<file path="src/rtl/uart_tx_arbiter.sv">
// Round-robin, packet-granular arbiter sharing one UART TX FIFO write port among N_REQ byte streams.
// Optional mid-packet idle timeout release is enabled with `define UART_ARB_TIMEOUT_EN.
module uart_tx_arbiter #(
  parameter int unsigned N_REQ     = 4,
  parameter int unsigned DATA_W    = 8,
  parameter int unsigned MAX_BURST = 16,
  parameter int unsigned TIMEOUT   = 64
) (
  input  logic                     clk,
  input  logic                     reset,
  input  logic [N_REQ-1:0]         req_valid,
  input  logic [N_REQ-1:0]         req_last,
  input  logic [N_REQ*DATA_W-1:0]  req_data,
  output logic [N_REQ-1:0]         req_ready,
  input  logic                     fifo_full,
  output logic                     f_write,
  output logic [DATA_W-1:0]        o_TxData,
  output logic [N_REQ-1:0]         o_grant,
  output logic                     o_busy,
  output logic                     o_timeout
);

  localparam int unsigned IDX_W = $clog2(N_REQ);
  localparam int unsigned CNT_W = 8;

  if (N_REQ < 2 || N_REQ > 8 || DATA_W < 1 || MAX_BURST < 1 || MAX_BURST > 255 || TIMEOUT < 1)
  begin : gBadParams
    $error("uart_tx_arbiter: parameter out of range");
  end

  typedef enum logic [1:0] {
    IDLE = 2'd0,
    ARB  = 2'd1,
    BUSY = 2'd2
  } arbState_e;

  arbState_e          state;
  arbState_e          nextState;
  logic [IDX_W-1:0]   rrPtr;
  logic [IDX_W-1:0]   grantIdx;
  logic [IDX_W-1:0]   selIdx;
  logic [IDX_W-1:0]   candIdx;
  logic               found;
  logic [CNT_W-1:0]   burstCnt;
  logic [DATA_W-1:0]  reqBytes [N_REQ];
  logic               accept;
  logic               pktDone;
  logic               timeoutHit;

  // Unpack the requester byte lanes.
  always_comb begin
    for (int i = 0; i < N_REQ; i++) begin
      reqBytes[i] = req_data[i*DATA_W +: DATA_W];
    end
  end

  // First valid requester at or after rrPtr, wrapping.
  always_comb begin
    found   = 1'b0;
    selIdx  = '0;
    candIdx = '0;
    for (int k = 0; k < N_REQ; k++) begin
      candIdx = IDX_W'((32'(rrPtr) + 32'(k)) % N_REQ);
      if (!found && req_valid[candIdx]) begin
        found  = 1'b1;
        selIdx = candIdx;
      end
    end
  end

  // Reset blocks any write in the cycle it is asserted, so an abandoned packet emits nothing more.
  assign accept  = (state == BUSY) & req_valid[grantIdx] & ~fifo_full & ~reset;
  assign pktDone = accept & (req_last[grantIdx] | (burstCnt == CNT_W'(MAX_BURST - 1)));

`ifdef UART_ARB_TIMEOUT_EN
  localparam int unsigned TO_W = $clog2(TIMEOUT + 1);

  logic [TO_W-1:0] idleCnt;
  logic            timeoutPulse;

  assign timeoutHit = (state == BUSY) & ~req_valid[grantIdx] & ~reset &
                      (idleCnt == TO_W'(TIMEOUT - 1));

  // Counts starved BUSY cycles; full-FIFO stalls with data present do not count.
  always_ff @(posedge clk) begin
    if (reset) begin
      idleCnt      <= '0;
      timeoutPulse <= 1'b0;
    end else begin
      timeoutPulse <= timeoutHit;
      if (state == ARB || accept) begin
        idleCnt <= '0;
      end else if (state == BUSY && !req_valid[grantIdx]) begin
        idleCnt <= idleCnt + TO_W'(1);
      end
    end
  end

  assign o_timeout = timeoutPulse;
`else
  assign timeoutHit = 1'b0;
  assign o_timeout  = 1'b0;
`endif

  // State register.
  always_ff @(posedge clk) begin
    if (reset) begin
      state <= IDLE;
    end else begin
      state <= nextState;
    end
  end

  // Next-state logic.
  always_comb begin
    nextState = state;
    case (state)
      IDLE:    if (|req_valid) nextState = ARB;
      ARB:     nextState = found ? BUSY : IDLE;
      BUSY:    if (pktDone || timeoutHit) nextState = IDLE;
      default: nextState = IDLE;
    endcase
  end

  // Output logic, combinational from registered state and grant.
  always_comb begin
    f_write   = 1'b0;
    req_ready = '0;
    o_TxData  = '0;
    o_busy    = 1'b0;
    if (state == BUSY) begin
      o_busy   = 1'b1;
      o_TxData = reqBytes[grantIdx];
      f_write  = accept;
      if (accept) req_ready = N_REQ'(1) << grantIdx;
    end
  end

  // Grant, burst counter and round-robin pointer.
  always_ff @(posedge clk) begin
    if (reset) begin
      rrPtr    <= '0;
      grantIdx <= '0;
      o_grant  <= '0;
      burstCnt <= '0;
    end else begin
      if (state == ARB && found) begin
        o_grant  <= N_REQ'(1) << selIdx;
        grantIdx <= selIdx;
        burstCnt <= '0;
      end
      if (accept) begin
        burstCnt <= burstCnt + CNT_W'(1);
      end
      if (pktDone || timeoutHit) begin
        o_grant <= '0;
        rrPtr   <= (grantIdx == IDX_W'(N_REQ - 1)) ? '0 : grantIdx + IDX_W'(1);
      end
    end
  end

endmodule
</file>
<file path="config.mk">
export PLATFORM = sky130hd
export DESIGN_NAME = uart_tx_arbiter
export DESIGN_NICKNAME = d
export VERILOG_FILES = /design/src/rtl/uart_tx_arbiter.sv
export SDC_FILE = /design/constraint.sdc
export NUM_CORES = 1
export LEC_CHECK = 0
export ABC_AREA = 1
export CORE_ASPECT_RATIO = 0.9
export CORE_UTILIZATION = 43
export CTS_CLUSTER_DIAMETER = 150
export DETAILED_ROUTE_END_ITERATION = 8
export PLACE_DENSITY = 0.91
export SLEW_MARGIN = 10
export SYNTH_ARGS = -nofsm -noshare
export SYNTH_HDL_FRONTEND = slang
export SYNTH_SLANG_ARGS = --single-unit
</file>
<file path="constraint.sdc">
create_clock -name clk -period 1.6 [get_ports clk]
set_input_delay 0.4 -clock clk [delete_from_list [all_inputs] [get_ports clk]]
set_output_delay 0.4 -clock clk [all_outputs]
set_load 0.05 [all_outputs]
</file>
### Word level (Yosys, flattened, before mapping)

Cells that the tools add are included.

| storage, ports and cells | value |
|---|---|
| flip-flop bits (word level) | 18 |
| output and inout bits | 19 |
| logic and storage cells | 79 |

| operators by class | value |
|---|---|
| add/subtract/negate cells | 5 |
| order comparisons | 6 |
| equal/unequal tests | 6 |
| shift operators | 2 |
| mux-type cells | 35 |
| bitwise gates (word level) | 8 |
| reductions and logical operators | 12 |

Operators with widths:

| cell | number |
|---|---|
| 2-to-1 mux 8 bit | 5 |
| binary-select mux 8 bit (select 2 bit) | 1 |
| 2-to-1 mux 2 bit | 8 |
| less-than comparator 2 x 3 -> 1 bit (second input constant) | 5 |
| binary-select mux 1 bit (select 2 bit) | 6 |
| 2-to-1 mux 1 bit | 12 |
| adder 8 x 1 -> 8 bit (second input constant) | 1 |
| == test 8 x 4 -> 1 bit (second input constant) | 1 |
| 2-to-1 mux 4 bit | 2 |
| << shifter 1 x 2 -> 4 bit (first input constant) | 2 |
| one-hot mux 2 bit (3 select lines) | 1 |
| adder 2 x 1 -> 2 bit (second input constant) | 2 |
| adder 2 bit (second input constant) | 2 |
| bitwise AND 1 bit | 4 |
| == test 2 bit (second input constant) | 2 |
| logical AND 1 bit | 4 |
| != test 2 bit (second input constant) | 2 |
| OR reduction 4 bit | 1 |
| >= comparator 3 bit (second input constant) | 1 |
| zero test 1 bit | 3 |
| inverter 2 -> 3 bit | 1 |
| == test 2 x 1 -> 1 bit (second input constant) | 1 |
| zero test 2 bit | 1 |
| inverter 1 bit | 2 |
| 4 further kinds | 4 |

### Logic depth before layout (Yosys ltp)

Gate-level depths: netlist of the first run.

| logic depth | value |
|---|---|
| depth in word-level cells | 15 |
| mapped depth | 12 |
| mapped depth without buffers | 12 |

### Worst setup path before layout of the first run

No wires, ideal clock.

| timing | value |
|---|---|
| kind | register -> output |
| from | register grantIdx[0] |
| to | output port o_TxData[0] |
| arrival time | 1.782 ns |
| setup slack | -0.582 ns |
| cell stages (with the launch flop) | 7 |
| path buffers | 2 |
| path through | dfxtp_1 buf_2 buf_2 nor2_1 nor2_1 o21ai_0 a21oi_1 |

| on the way | value |
|---|---|
| cells in the longest elaborated chain, start to end | 5 |

RTL lines:

| what | line | text |
|---|---|---|
| start, declared | 40 | `logic [IDX_W-1:0] grantIdx;` |
| start signal, assigned | 149 | `grantIdx <= selIdx;` |
| inverter 2 -> 3 bit (not written as such) | 133 | `o_TxData = reqBytes[grantIdx];` |
| binary-select mux 8 bit (select 2 bit) | 133 |  |
| 2-to-1 mux 8 bit (not written as such) (2 in a row) | 133 |  |
| 2-to-1 mux 8 bit | 131 | `if (state == BUSY) begin` |
| end, declared | 17 | `output logic [DATA_W-1:0] o_TxData,` |

Every way passes these cells. The select of a mux whose other input is x is not followed.

### Final worst setup path of the first run

| timing | value |
|---|---|
| from | register grantIdx[0] |
| to | output port o_TxData[2] |

Same word-level chain as after synthesis.

==> results by group, run 1 <==
Status
  – Status: finished with violations
  – Failing checks: negative setup slack

Setup path
  – Crit path arrival time: 1580 ps
  – Critical Path RT: 1200 ps
  – Reg2reg end: burstCnt[5]
  – R2R Setup Slk: -170 ps
  – Crit path max fanout: 17
  – Critical R2R Launch: grantIdx[0]
  – Worst setup SP type: register
  – Worst reg2reg path depth: 10
  – Crit end category: output pin
  – Crit Path Category: reg -> out

Timing
  – Setup violators final: 30
  – F_max: 505 MHz
  – Fin. max-slew vios: 0
  – Final worst slack: -380 ps
  – Fin crit share: 124%
  – Clock Skew: 9.02 ps
  – Fin crit period: 1980 ps
  – Fin. Hold Viols: 0
  – RSZ-0062 raised after global routing: true

Cells and area
  – Ant diodes: 0
  – Area grow syn2layout: 98.4%
  – Non-filler instance count after layout: 384
  – Multi-input logic area: 1310 µm²
  – Share of cells above drive strength 1: 40.4%
  – Commonest non-fill, non-tap cell in the layout: nand2_1
  – Reg area: 380 µm²
  – # fillers: 99
  – Most frequent cells in the layout: 50 x nand2_1, 33 x nor2_1, 26 x clkdlybuf4s50_1
  – Number of nets in the layout: 391

Placed design
  – Final Wtd Congestion: 0.911
  – Count of input and output buffers: 60
  – Placed insts: 371
  – DPL Wire Length: 4340 µm

Clock tree
  – CTS Hold Bufs: 0
  – Inserted Clock Buffers: 3
  – Worst-Skew Late Latency: 270 ps
  – Clk buf depth: 2
  – Htree depth: 1
  – TritonCTS clock tree: built
  – Clock sinks: 18
  – Clock-pin slew on the worst setup and hold paths: 80 ps
  – Root buf cell: clkbuf_8

Logic synthesis
  – EDFF count, synth: 0
  – Seq/Total Area, Yosys: 24.0%
  – Syn_area_per_cell: 5.80 µm²
  – Synth top area share: 24.0%
  – Asr flop ratio synth: 0%
  – Mapped cell area: 1500 µm²
  – Synth warn: 0
  – Largest cells by area after synthesis: dfxtp_1 24%, nand2_1 14%, nor2_1 13%
  – Count of cell types in the netlist: 25
  – Post-Syn Nets: 307
  – Post-synth top flop: dfxtp_1
  – Post-synth top area cell: dfxtp_1
  – Post-Synthesis Cells: 259
  – Yosys reg bits: 18

Floorplan
  – Die ar.: 3730 µm²
  – IO Pins: 62
  – Core box area: 3190 µm²
  – Initial core utilization: 47.1%
  – Rows: 19
  – Die X-Extent: 64.3 µm
  – DIE HEIGHT: 58.1 µm

Global routing
  – Largest net degree at the start of global routing: 18
  – Global-route wire length before repair: 10300 µm
  – Number of global-route vias before repair: 2093
  – Initial antenna violation count: 0
  – Overflow after GRT: 0
  – Total GRT Usage: 36.7%

Drt
  – WL per Instance: 23.2 µm
  – Vias/cell: 6.46
  – Length of routed wiring on met1: 2950 µm
  – Remaining DRCs: 0
  – ANT nets after route: 0
  – Vias: 2481
  – Final WL: 8910 µm
  – Max Used Layer: met4
  – Met2 WL post-DR: 4150 µm
  – Drt pass-1 iters: 7
  – WL met3: 976 µm
  – Initial DRC Count: 254

Hold path
  – Min-delay worst type: reg -> reg
  – Worst Hold Launch: burstCnt[3]
  – Hold depth: 2
  – Worst Hold Endpoint: burstCnt[3]

Power
  – Maximum VDD drop: 0.850 mV
  – Power Dens Cells: 547 nW/µm²
  – Power Total: 1.63 mW
  – Pleak: 1.22 nW

Job
  – Max-cap viol count: 0
[worst max-delay path by stage]
stage,end,startpoint,slack (ps),cells past startpoint
floorplan,o_TxData[0],grantIdx[0],4,6
global placement,req_ready[0],req_valid[1],-470,8
detailed placement,req_ready[3],req_valid[2],-500,8
CTS,req_ready[3],grantIdx[0],-260,7
global route,req_ready[3],grantIdx[0],-510,5
finish,o_TxData[2],grantIdx[0],-380,6
[flip-flops by register name (all words and copies together), names as in the netlist]
signal	flops
state	2
burstCnt	8
grantIdx	2
rrPtr	2
o_grant	4
[metal layers]
layer	track usage (%)	vias to the layer above
met5	0	-
met1	41.0	1132
met2	64.2	251
met3	7.68	104
met4	22.2	0
li1	-	994
[cell type report]
type | instances | area share (%)
clock buffers | 4 | 1.51
repair buffers | 89 | 35.6
multi-input cells | 201 | 43.9
well taps | 42 | 1.76
flip-flops and latches | 18 | 12.8
inverters | 30 | 4.45
[synth_stat cells, types with 3 or more instances]
cell type	count
inv_2	6
nor2_1	51
o21ai_0	26
nand2_2	7
inv_1	24
nand4_1	3
ha_1	5
o21ai_1	4
clkbuf_1	3
nand2_1	55
dfxtp_1	18
buf_2	3
nand3_1	11
a21oi_1	28
[timing repair]
action,CTS,global route
endpoints found under the setup margin,30,30
cloned,0,2
pin swaps,20,5
buffers inserted,3,5
resized for setup,58,56
[stage by stage]
stage	area [µm²]	utilization [%]	setup TNS, ps	hold WS (ps)	worst slack [ps]
2_1_floorplan	1660	-	0	439	3.84
3_3_place_gp	2600	81.5	-8820	450	-473
3_5_place_dp	2600	81.5	-10480	456	-500
4_1_cts	2750	86.4	-2660	467	-262
5_1_grt	2980	93.5	-7130	492	-507
6_report	2980	93.5	-5650	485	-380
[cells by family after synthesis]
kind of cell	after synthesis	synth area share, %
flops	18	24.0
xor+xnor	1	0.583
compound gates	62	21.7
simple gates	132	37.5
buf+inv	40	11.7
other cells	1	0.250
fa+ha+maj	5	4.17
[where the power goes]
| group | internal, mW | total (mW) | switching (mW) |
|---|---|---|---|
| Combinational | 0.344 | 0.788 | 0.444 |
| Sequential | 0.460 | 0.486 | 0.0269 |
| Clock | 0.178 | 0.355 | 0.177 |
| Total | 0.982 | 1.63 | 0.648 |
[worst max-delay path, cell delays in order, from the launching register on]
cell and delay [ps]:
dfxtp_4 450, buf_12 180, nor2_1 80, nor2_1 170, o21ai_2 120, a21oi_4 150, buf_12 150
No activity file was read; power rests on OpenSTA's default activity.
==> run 2, diff against run 1 <==
CTS_CLUSTER_DIAMETER = 120   (was 150)
==> results of run 2 <==
No change in the layout: final DEF, timing and power equal those of run 1.
